**src/rtl/clkdiv_pkg.sv**
```systemverilog
// Shared types and default constants for the gated clock divider.
// Used by clkdiv_gate and clkdiv_cnt.
package clkdiv_pkg;

  localparam int DIV_W_DEF   = 8;
  localparam int DIV_RST_DEF = 1;

  typedef enum logic [1:0] {
    IDLE  = 2'd0,
    RUN   = 2'd1,
    DRAIN = 2'd2
  } state_e;

endpackage

```
**src/rtl/clkdiv_cnt.sv**
```systemverilog
// Half-period counter for clkdiv_gate: counts 0..d and raises a wrap strobe when it
// reaches d. Only an equality compare is used, so d = 2^DIV_W-1 needs no extra bit.
module clkdiv_cnt
  import clkdiv_pkg::*;
#(
  parameter int DIV_W = DIV_W_DEF
) (
  input  logic             clk,
  input  logic             rst_n,
  input  logic             active_i,
  input  logic             clr_i,
  input  logic [DIV_W-1:0] d_i,
  output logic             wrap_o
);

  logic [DIV_W-1:0] cnt_q, cnt_d;

  assign wrap_o = active_i && (cnt_q == d_i);

  // NOTE: cnt_d gets a value on every path before any branch, so no latch is inferred.
  always_comb begin
    cnt_d = cnt_q + DIV_W'(1);
    if (clr_i || !active_i || wrap_o) cnt_d = '0;
  end

  // NOTE: state flops use non-blocking assignments so every flop samples pre-edge values.
  always_ff @(posedge clk or negedge rst_n) begin
    if (!rst_n) cnt_q <= '0;
    else        cnt_q <= cnt_d;
  end

endmodule

```
**src/rtl/clkdiv_gate.sv**
```systemverilog
// Gated clock divider: Y half-period = d+1 CLK cycles, clean start/stop, and glitch-free
// ratio updates via a LOAD/BUSY/ACK handshake. Optional SYNC input under CLKDIV_SYNC_EN.
module clkdiv_gate
  import clkdiv_pkg::*;
#(
  parameter int DIV_W   = DIV_W_DEF,
  parameter int DIV_RST = DIV_RST_DEF
) (
  input  logic             CLK,
  input  logic             RN,
  input  logic             EN,
  input  logic [DIV_W-1:0] DIV,
  input  logic             LOAD,
`ifdef CLKDIV_SYNC_EN
  input  logic             SYNC,
`endif
  output logic             Y,
  output logic             BUSY,
  output logic             ACK
);

  state_e           state_q, state_d;
  logic             y_q, y_d;
  logic [DIV_W-1:0] d_cur_q, d_cur_d;
  logic [DIV_W-1:0] pend_q, pend_d;
  logic             busy_q, busy_d;
  logic             ack_q, ack_d;
  logic             wrap;
  logic             sync_req;
  logic             sync_hit;
  logic             apply;

`ifdef CLKDIV_SYNC_EN
  assign sync_req = SYNC;
`else
  assign sync_req = 1'b0;
`endif

  assign sync_hit = sync_req && (state_q != IDLE);

  clkdiv_cnt #(.DIV_W(DIV_W)) u_cnt (
    .clk      (CLK),
    .rst_n    (RN),
    .active_i (state_q != IDLE),
    .clr_i    (sync_hit || (state_d == IDLE)),
    .d_i      (d_cur_q),
    .wrap_o   (wrap)
  );

  // Stopping while high goes through DRAIN so the high phase always completes.
  always_comb begin
    state_d = state_q;
    y_d     = y_q;
    case (state_q)
      IDLE:  if (EN) state_d = RUN;
      RUN: begin
        if (sync_hit)  state_d = EN ? RUN : IDLE;
        else if (!EN)  state_d = (!y_q || wrap) ? IDLE : DRAIN;
      end
      DRAIN: begin
        if (sync_hit)  state_d = EN ? RUN : IDLE;
        else if (EN)   state_d = RUN;
        else if (wrap) state_d = IDLE;
      end
      default: state_d = IDLE;
    endcase
    if (state_d == IDLE || sync_hit) y_d = 1'b0;
    else if (wrap)                   y_d = ~y_q;
  end

  // A new ratio is only adopted while stopped or on a falling wrap, so phases never shrink.
  always_comb begin
    apply   = busy_q && ((state_q == IDLE) || (wrap && y_q && !sync_hit));
    d_cur_d = apply ? pend_q : d_cur_q;
    pend_d  = LOAD ? DIV : pend_q;
    busy_d  = LOAD || (busy_q && !apply);
    ack_d   = apply;
  end

  always_ff @(posedge CLK or negedge RN) begin
    if (!RN) begin
      state_q <= IDLE;
      y_q     <= 1'b0;
      d_cur_q <= DIV_W'(DIV_RST);
      pend_q  <= '0;
      busy_q  <= 1'b0;
      ack_q   <= 1'b0;
    end else begin
      state_q <= state_d;
      y_q     <= y_d;
      d_cur_q <= d_cur_d;
      pend_q  <= pend_d;
      busy_q  <= busy_d;
      ack_q   <= ack_d;
    end
  end

  assign Y    = y_q;
  assign BUSY = busy_q;
  assign ACK  = ack_q;

endmodule

```
**config.mk**
```make
export PLATFORM = sky130hd
export DESIGN_NAME = clkdiv_gate
export DESIGN_NICKNAME = d
export VERILOG_FILES = /design/src/rtl/clkdiv_pkg.sv /design/src/rtl/clkdiv_cnt.sv /design/src/rtl/clkdiv_gate.sv
export SDC_FILE = /design/constraint.sdc
export NUM_CORES = 1
export LEC_CHECK = 0
export ABC_AREA = 1
export BUFFER_PORTS_ARGS = -buffer_cell sky130_fd_sc_hd__buf_2
export CAP_MARGIN = 20
export CORE_ASPECT_RATIO = 1.5
export CORE_UTILIZATION = 56
export DETAILED_ROUTE_END_ITERATION = 12
export HOLD_SLACK_MARGIN = 0.08
export PLACE_DENSITY = 0.77
export SYNTH_ARGS = -nofsm -noshare
export SYNTH_HDL_FRONTEND = slang
export SYNTH_SLANG_ARGS = --single-unit
```
**constraint.sdc**
```tcl
create_clock -name CLK -period 1.6 [get_ports CLK]
set_input_delay 0.4 -clock CLK [delete_from_list [all_inputs] [get_ports CLK]]
set_output_delay 0.4 -clock CLK [all_outputs]
set_load 0.01 [all_outputs]
```
==> flow_summary.yaml, run 1 <==
setup_path:
  required_ns: 1.84
  start_kind: "flip-flop"
  worstSetupEndpointType: "flip-flop"
  path_class: "flip-flop to flip-flop"
  worstPathArrival_ns: 1.76
  crit_fanout: 9
synthesis:
  ys_top_cells_by_area: "dfrtp_1, nand2_1, mux2_2, inv_1, nand3_1"
  synthesis.area_mm2: 0.00131
  synth_top_area_share_pct: 53.4
  syn_nets: 151
  ys_ff_latch: 29
  yosysWarnings: 0
  yosys.area.top_type: "dfrtp_1"
  syn_inst: 138
  ys_seq_area_share_pct: 55.4
  avgSynthCellArea_um2: 9.51
  synth_cell_types: 24
timing:
  fin_crit_sh_pct: 95.3
  finalHoldViolCount: 0
  fmax_mhz: 656
  post-route-worst-setup-slack_ns: 0.0748
  hold_slack_ns: 0.0951
  worstMarginPinSlew_ns: 0.616
  maxSlewHeadroom_pct: 58.9
  setup_violations: 0
  period_minus_slack_ns: 1.53
  rsz0062_at_grt: "true"
  slew_viol_final: 0
  clock_skew_ns: 0.0124
placed_design:
  gp_congestion: 0.737
  io_buffers: 14
  placed_cells: 174
  dp_slack_ns: 0.0872
  dp_hpwl_um: 1560
floorplan:
  fp.dieH_um: 61.3
  initial_core_util_pct: 58.8
  io_pins: 15
  row_count: 21
  core_area_mm2: 0.00223
  dieArea_mm2: 0.00255
  die_w_um: 41.5
global_route:
  antenna_found_initial: 0
  grt.total_usage_pct: 19.0
  grt_max_degree: 30
  gr-total-overflow: 0
  grt_pass1_wl_um: 3630
  first_global_vias: 907
clock_tree:
  cts.clk_slew.worst_paths_ns: 0.09
  cts_tree: "yes"
  insertion_delay_ns: 0.31
  clockBufferDepth: 2
  clock_sinks: 29
  root_buffer: "clkbuf_4"
  htree_levels: 2
  cts_buffers: 5
power:
  p_leak_nw: 0.749
  vdd_drop_max_mv: 0.764
  p_per_area_mw_per_mm2: 998
layout:
  drive_above_1_share_pct: 24.8
  final_cell_mix: "nand2_1, dfrtp_1, inv_1, buf_2, nor2_1"
  num_antenna_cells: 0
  finish.utilization_pct: 66.5
  area_growth_pct: 13.2
  nets: 173
  final_cells: 184
  final_common_cell: "nand2_1"
route:
  wire_per_inst_um: 11.5
  drt_wl_total_um: 2110
  num_vias: 943
  drc: 0
  detail-route-antenna-nets: 0
  drtIter0Drc: 16
  drt-vias-per-instance: 5.13
  drtPass1Iterations: 2
min_path:
  hold_path.class: "input port to asynchronous set/reset pin"
status:
  status: "finished, final reports clean"
run:
  cap_viol_max_count: 0
-- path summary, 6_finish.rpt --
| check | cells after the start | start | slack, ns | endpoint |
|---|---|---|---|---|
| max reg2reg | 8 | d_cur_q[0] | 0.07 | d_cur_q[3] |
| max in group asynchronous | 1 | RN | 1.09 | d_cur_q[3] |
| min reg2reg | 2 | pend_q[0] | 0.48 | d_cur_q[0] |
| min in group CLK | 2 | DIV[5] | 0.32 | pend_q[5] |
| max | 8 | d_cur_q[0] | 0.07 | d_cur_q[3] |
| min | 1 | RN | 0.1 | u_cnt.cnt_q[4] |
-- critical path, cell delays in order, from the launching register on --
cell,delay (ns)
dfstp_2,0.56
xnor2_2,0.11
nand2_1,0.07
nor2_2,0.13
nand2_2,0.10
o21bai_4,0.17
buf_6,0.15
nand3_1,0.07
nand2_1,0.08
-- repair_timing --
action	in CTS	in global routing
gates resized for setup	0	2
endpoints found under the setup margin	0	16
endpoints found under the hold margin	0	0
hold buffers	0	0
setup buffers	0	2
-- where the power goes --
part           internal, mW  switching (mW)
registers             0.806          0.0547
clock network         0.175           0.224
logic                 0.106           0.117
total                  1.09           0.395
-- Yosys cell counts --
master,count
nor2_1,11
nand2_1,35
dfrtp_1,28
mux2_2,8
a31oi_1,1
nand2_2,1
nand3_1,10
clkbuf_1,1
inv_2,2
dfstp_2,1
inv_1,15
nand2_4,1
o21bai_1,1
a21oi_1,1
o21bai_4,1
buf_2,1
nor3_1,6
and3_2,1
xnor2_1,5
xor2_1,3
ha_1,1
o21ai_0,1
nor2_2,2
o211ai_1,1
-- routing by layer --
| layer | vias up | track usage [%] | wire [um] |
|---|---|---|---|
| li1 | 477 | - | - |
| met1 | 447 | 20.0 | 844 |
| met2 | 17 | 36.4 | 1170 |
| met3 | 2 | 4.40 | 77 |
| met4 | 0 | 8.29 | 14 |
| met5 | - | 0 | 0 |
-- logic make-up (layout without fill, tap and decap cells) --
logic type	count (synthesis)	after routing	synth area share [%]
adders and majority gates	1	1	0.953
buffers and inverters	19	42	5.53
AOI/OAI and AO/OA	6	6	3.81
muxes	8	8	6.86
and+or+nand+nor	67	67	22.1
xor gates and xnor gates	8	8	5.34
DFF	29	29	55.4
-- cell type report --
cell class	instances	area, um^2
Timing Repair Buffer	17	96.3
Sequential cell	29	727
Multi-Input combinational cell	90	520
Tap cell	23	28.8
Inverter	17	63.8
Fill cell	172	748
Clock buffer	8	48.8
-- sequential cells by signal, summed over array words and instances (netlist names) --
name / count
pend_q: 8
u_cnt.cnt_q: 8
BUSY: 1
state_q: 2
Y: 1
d_cur_q: 8
ACK: 1
-- per-stage QoR --
stage	power (mW)	TNS [ns]	cell area, um^2
2_1_floorplan	1.02	0	1310
3_3_place_gp	1.08	0	1410
3_5_place_dp	1.09	0	1410
4_1_cts	1.49	0	1460
5_1_grt	1.57	-0.112	1490
6_report	1.48	0	1490
No activity file was read; power rests on OpenSTA's default activity.
==> run 2: changes to the inputs <==
- CORE_UTILIZATION: 56 -> 30
- PLACE_DENSITY: 0.77 -> unset
==> flow_summary.yaml, run 2 (synthesized netlist as in run 1, its figures left out) <==
layout:
  final_cell_mix: "nand2_1, dfrtp_1, inv_1, buf_2, nor2_1"
  drive_above_1_share_pct: 27.9
  fillers: 447
  final_common_cell: "nand2_1"
  area_growth_pct: 21.1
  design_area_mm2: 0.00159
  num_antenna_cells: 0
  top_regs: "d_cur_q (8), pend_q (8), u_cnt.cnt_q (8)"
  nets: 177
global_route:
  gr-total-overflow: 0
  first_global_vias: 964
  grt_pass1_wl_um: 3990
  grt_max_degree: 30
  antenna_found_initial: 0
  grt.total_usage_pct: 11.1
setup_path:
  worstSetupEndpointType: "flip-flop"
  crit_path_max_incr_delay_ns: 0.54
  required_ns: 1.76
  crit_fanout: 9
  path_cells: "xnor2_1 > nand2_1 > nor2_2 > nand2_2 > o21bai_4 > nand2_4 > nand2_1 > nand2_1"
  crit_buf_inv: 0
  path_class: "flip-flop to flip-flop"
  cpMostUsedCell: "nand2_1"
  cp_slowest_cell: "dfstp_2"
  start_kind: "flip-flop"
  crit_family: "flip-flops"
  worstPathArrival_ns: 1.65
placed_design:
  placed_area_mm2: 0.00145
  io_buffers: 14
  gp_congestion: 0.728
  dp_hpwl_um: 1600
power:
  swShare_pct: 24.6
  p_int_mw: 1.30
  p_per_area_mw_per_mm2: 1090
  p_leak_nw: 0.792
  power_frac_clock_pct: 37.4
  vdd_drop_max_mv: 0.825
  p_switching_mw: 0.424
  power_frac_seq_pct: 49.5
  combinationalPowerShare_pct: 13.1
timing:
  worstMarginPinSlew_ns: 0.630
  maxSlewHeadroom_pct: 58.0
  setup_violations: 0
  final.setup.tns_ns: 0
  fmax_mhz: 672
  period_minus_slack_ns: 1.49
  slew_viol_final: 0
  finalHoldViolCount: 0
  fin_crit_sh_pct: 93.1
  clock_skew_ns: 0.00379
clock_tree:
  cts_tree: "yes"
  cts.clk_slew.worst_paths_ns: 0.06
  cts_buffers: 5
  clock_sinks: 29
  htree_levels: 2
  clockBufferDepth: 2
  root_buffer: "clkbuf_8"
  postCtsHoldBufs: 0
  insertion_delay_ns: 0.27
route:
  num_vias: 947
  drt_wl_total_um: 2100
  detail-route-antenna-nets: 0
  drtPass1Iterations: 4
  drc: 0
  wire_per_inst_um: 9.97
  drtIter0Drc: 30
  drt-vias-per-instance: 4.49
min_path:
  hold_path.class: "input port to asynchronous set/reset pin"
floorplan:
  fp.dieH_um: 83.0
  die_w_um: 56.0
  dieArea_mm2: 0.00465
  initial_core_util_pct: 31.2
  row_count: 29
  core_area_mm2: 0.00421
  io_pins: 15
run:
  cap_viol_max_count: 0
status:
  status: "finished, final reports clean"
run 2: cell types whose count changed in the layout (fill, tap and decap cells not counted), sizes merged:
| cell | change |
|---|---|
| clkinv | +1 |
| clkbuf | -1 |
| buf | +4 |
run 2: layer usage:
metal | global-route usage (%) | wire length, um | vias up
met5 | 0 | 0 | -
met4 | 5.99 | 44 | 0
met3 | 3.58 | 118 | 5
met2 | 18.6 | 1060 | 22
met1 | 12.1 | 878 | 436
li1 | - | - | 484
run 2: through the flow:
| stage | hold WS [ns] | power, mW | cells | util, % | setup WS (ns) |
|---|---|---|---|---|---|
| after global routing | 0.202 | 1.83 | 211 | 37.8 | -0.00494 |
| after detailed placement | 0.462 | 1.10 | 199 | 34.5 | 0.0854 |
| after floorplan | 0.104 | 1.02 | 138 | - | 0.151 |
| after global placement | 0.462 | 1.09 | 199 | 34.5 | 0.112 |
| final | 0.140 | 1.73 | 211 | 37.8 | 0.111 |
| after CTS | 0.160 | 1.75 | 207 | 37.0 | 0.0745 |
run 2: path summary, 6_finish.rpt:
path | startpoint | end | slack, ns | cells after the start
max in group asynchronous | RN | pend_q[2] | 1.05 | 1
hold reg to reg | d_cur_q[0] | d_cur_q[0] | 0.47 | 2
min in group CLK | DIV[4] | pend_q[4] | 0.35 | 2
hold / removal | RN | pend_q[7] | 0.14 | 1
setup reg to reg | d_cur_q[0] | d_cur_q[1] | 0.11 | 8
setup / recovery | d_cur_q[0] | d_cur_q[1] | 0.11 | 8
run 2: final cells by class:
type,count,area [um^2],area share [%]
flip-flops and latches,29,727,45.7
multi-input cells,90,513,32.3
repair buffers,21,126,7.95
clock buffers,7,96.3,6.06
inverters,17,63.8,4.02
well taps,46,57.6,3.62
clock inverters,1,5.00,0.315
run 2: timing repair:
item / 4_1_cts / 5_1_grt
setup buffers: 0 / 4
endpoints found under the setup margin: 0 / 6
gates resized for setup: 0 / 1
run 2: power by group through the flow:
stage | sequential, mW | combinational (mW) | clock, mW
final | 0.853 | 0.227 | 0.646
after global routing | 0.864 | 0.262 | 0.706
after CTS | 0.854 | 0.229 | 0.671
after detailed placement | 0.867 | 0.229 | 0
after global placement | 0.865 | 0.224 | 0
after floorplan | 0.859 | 0.162 | 0
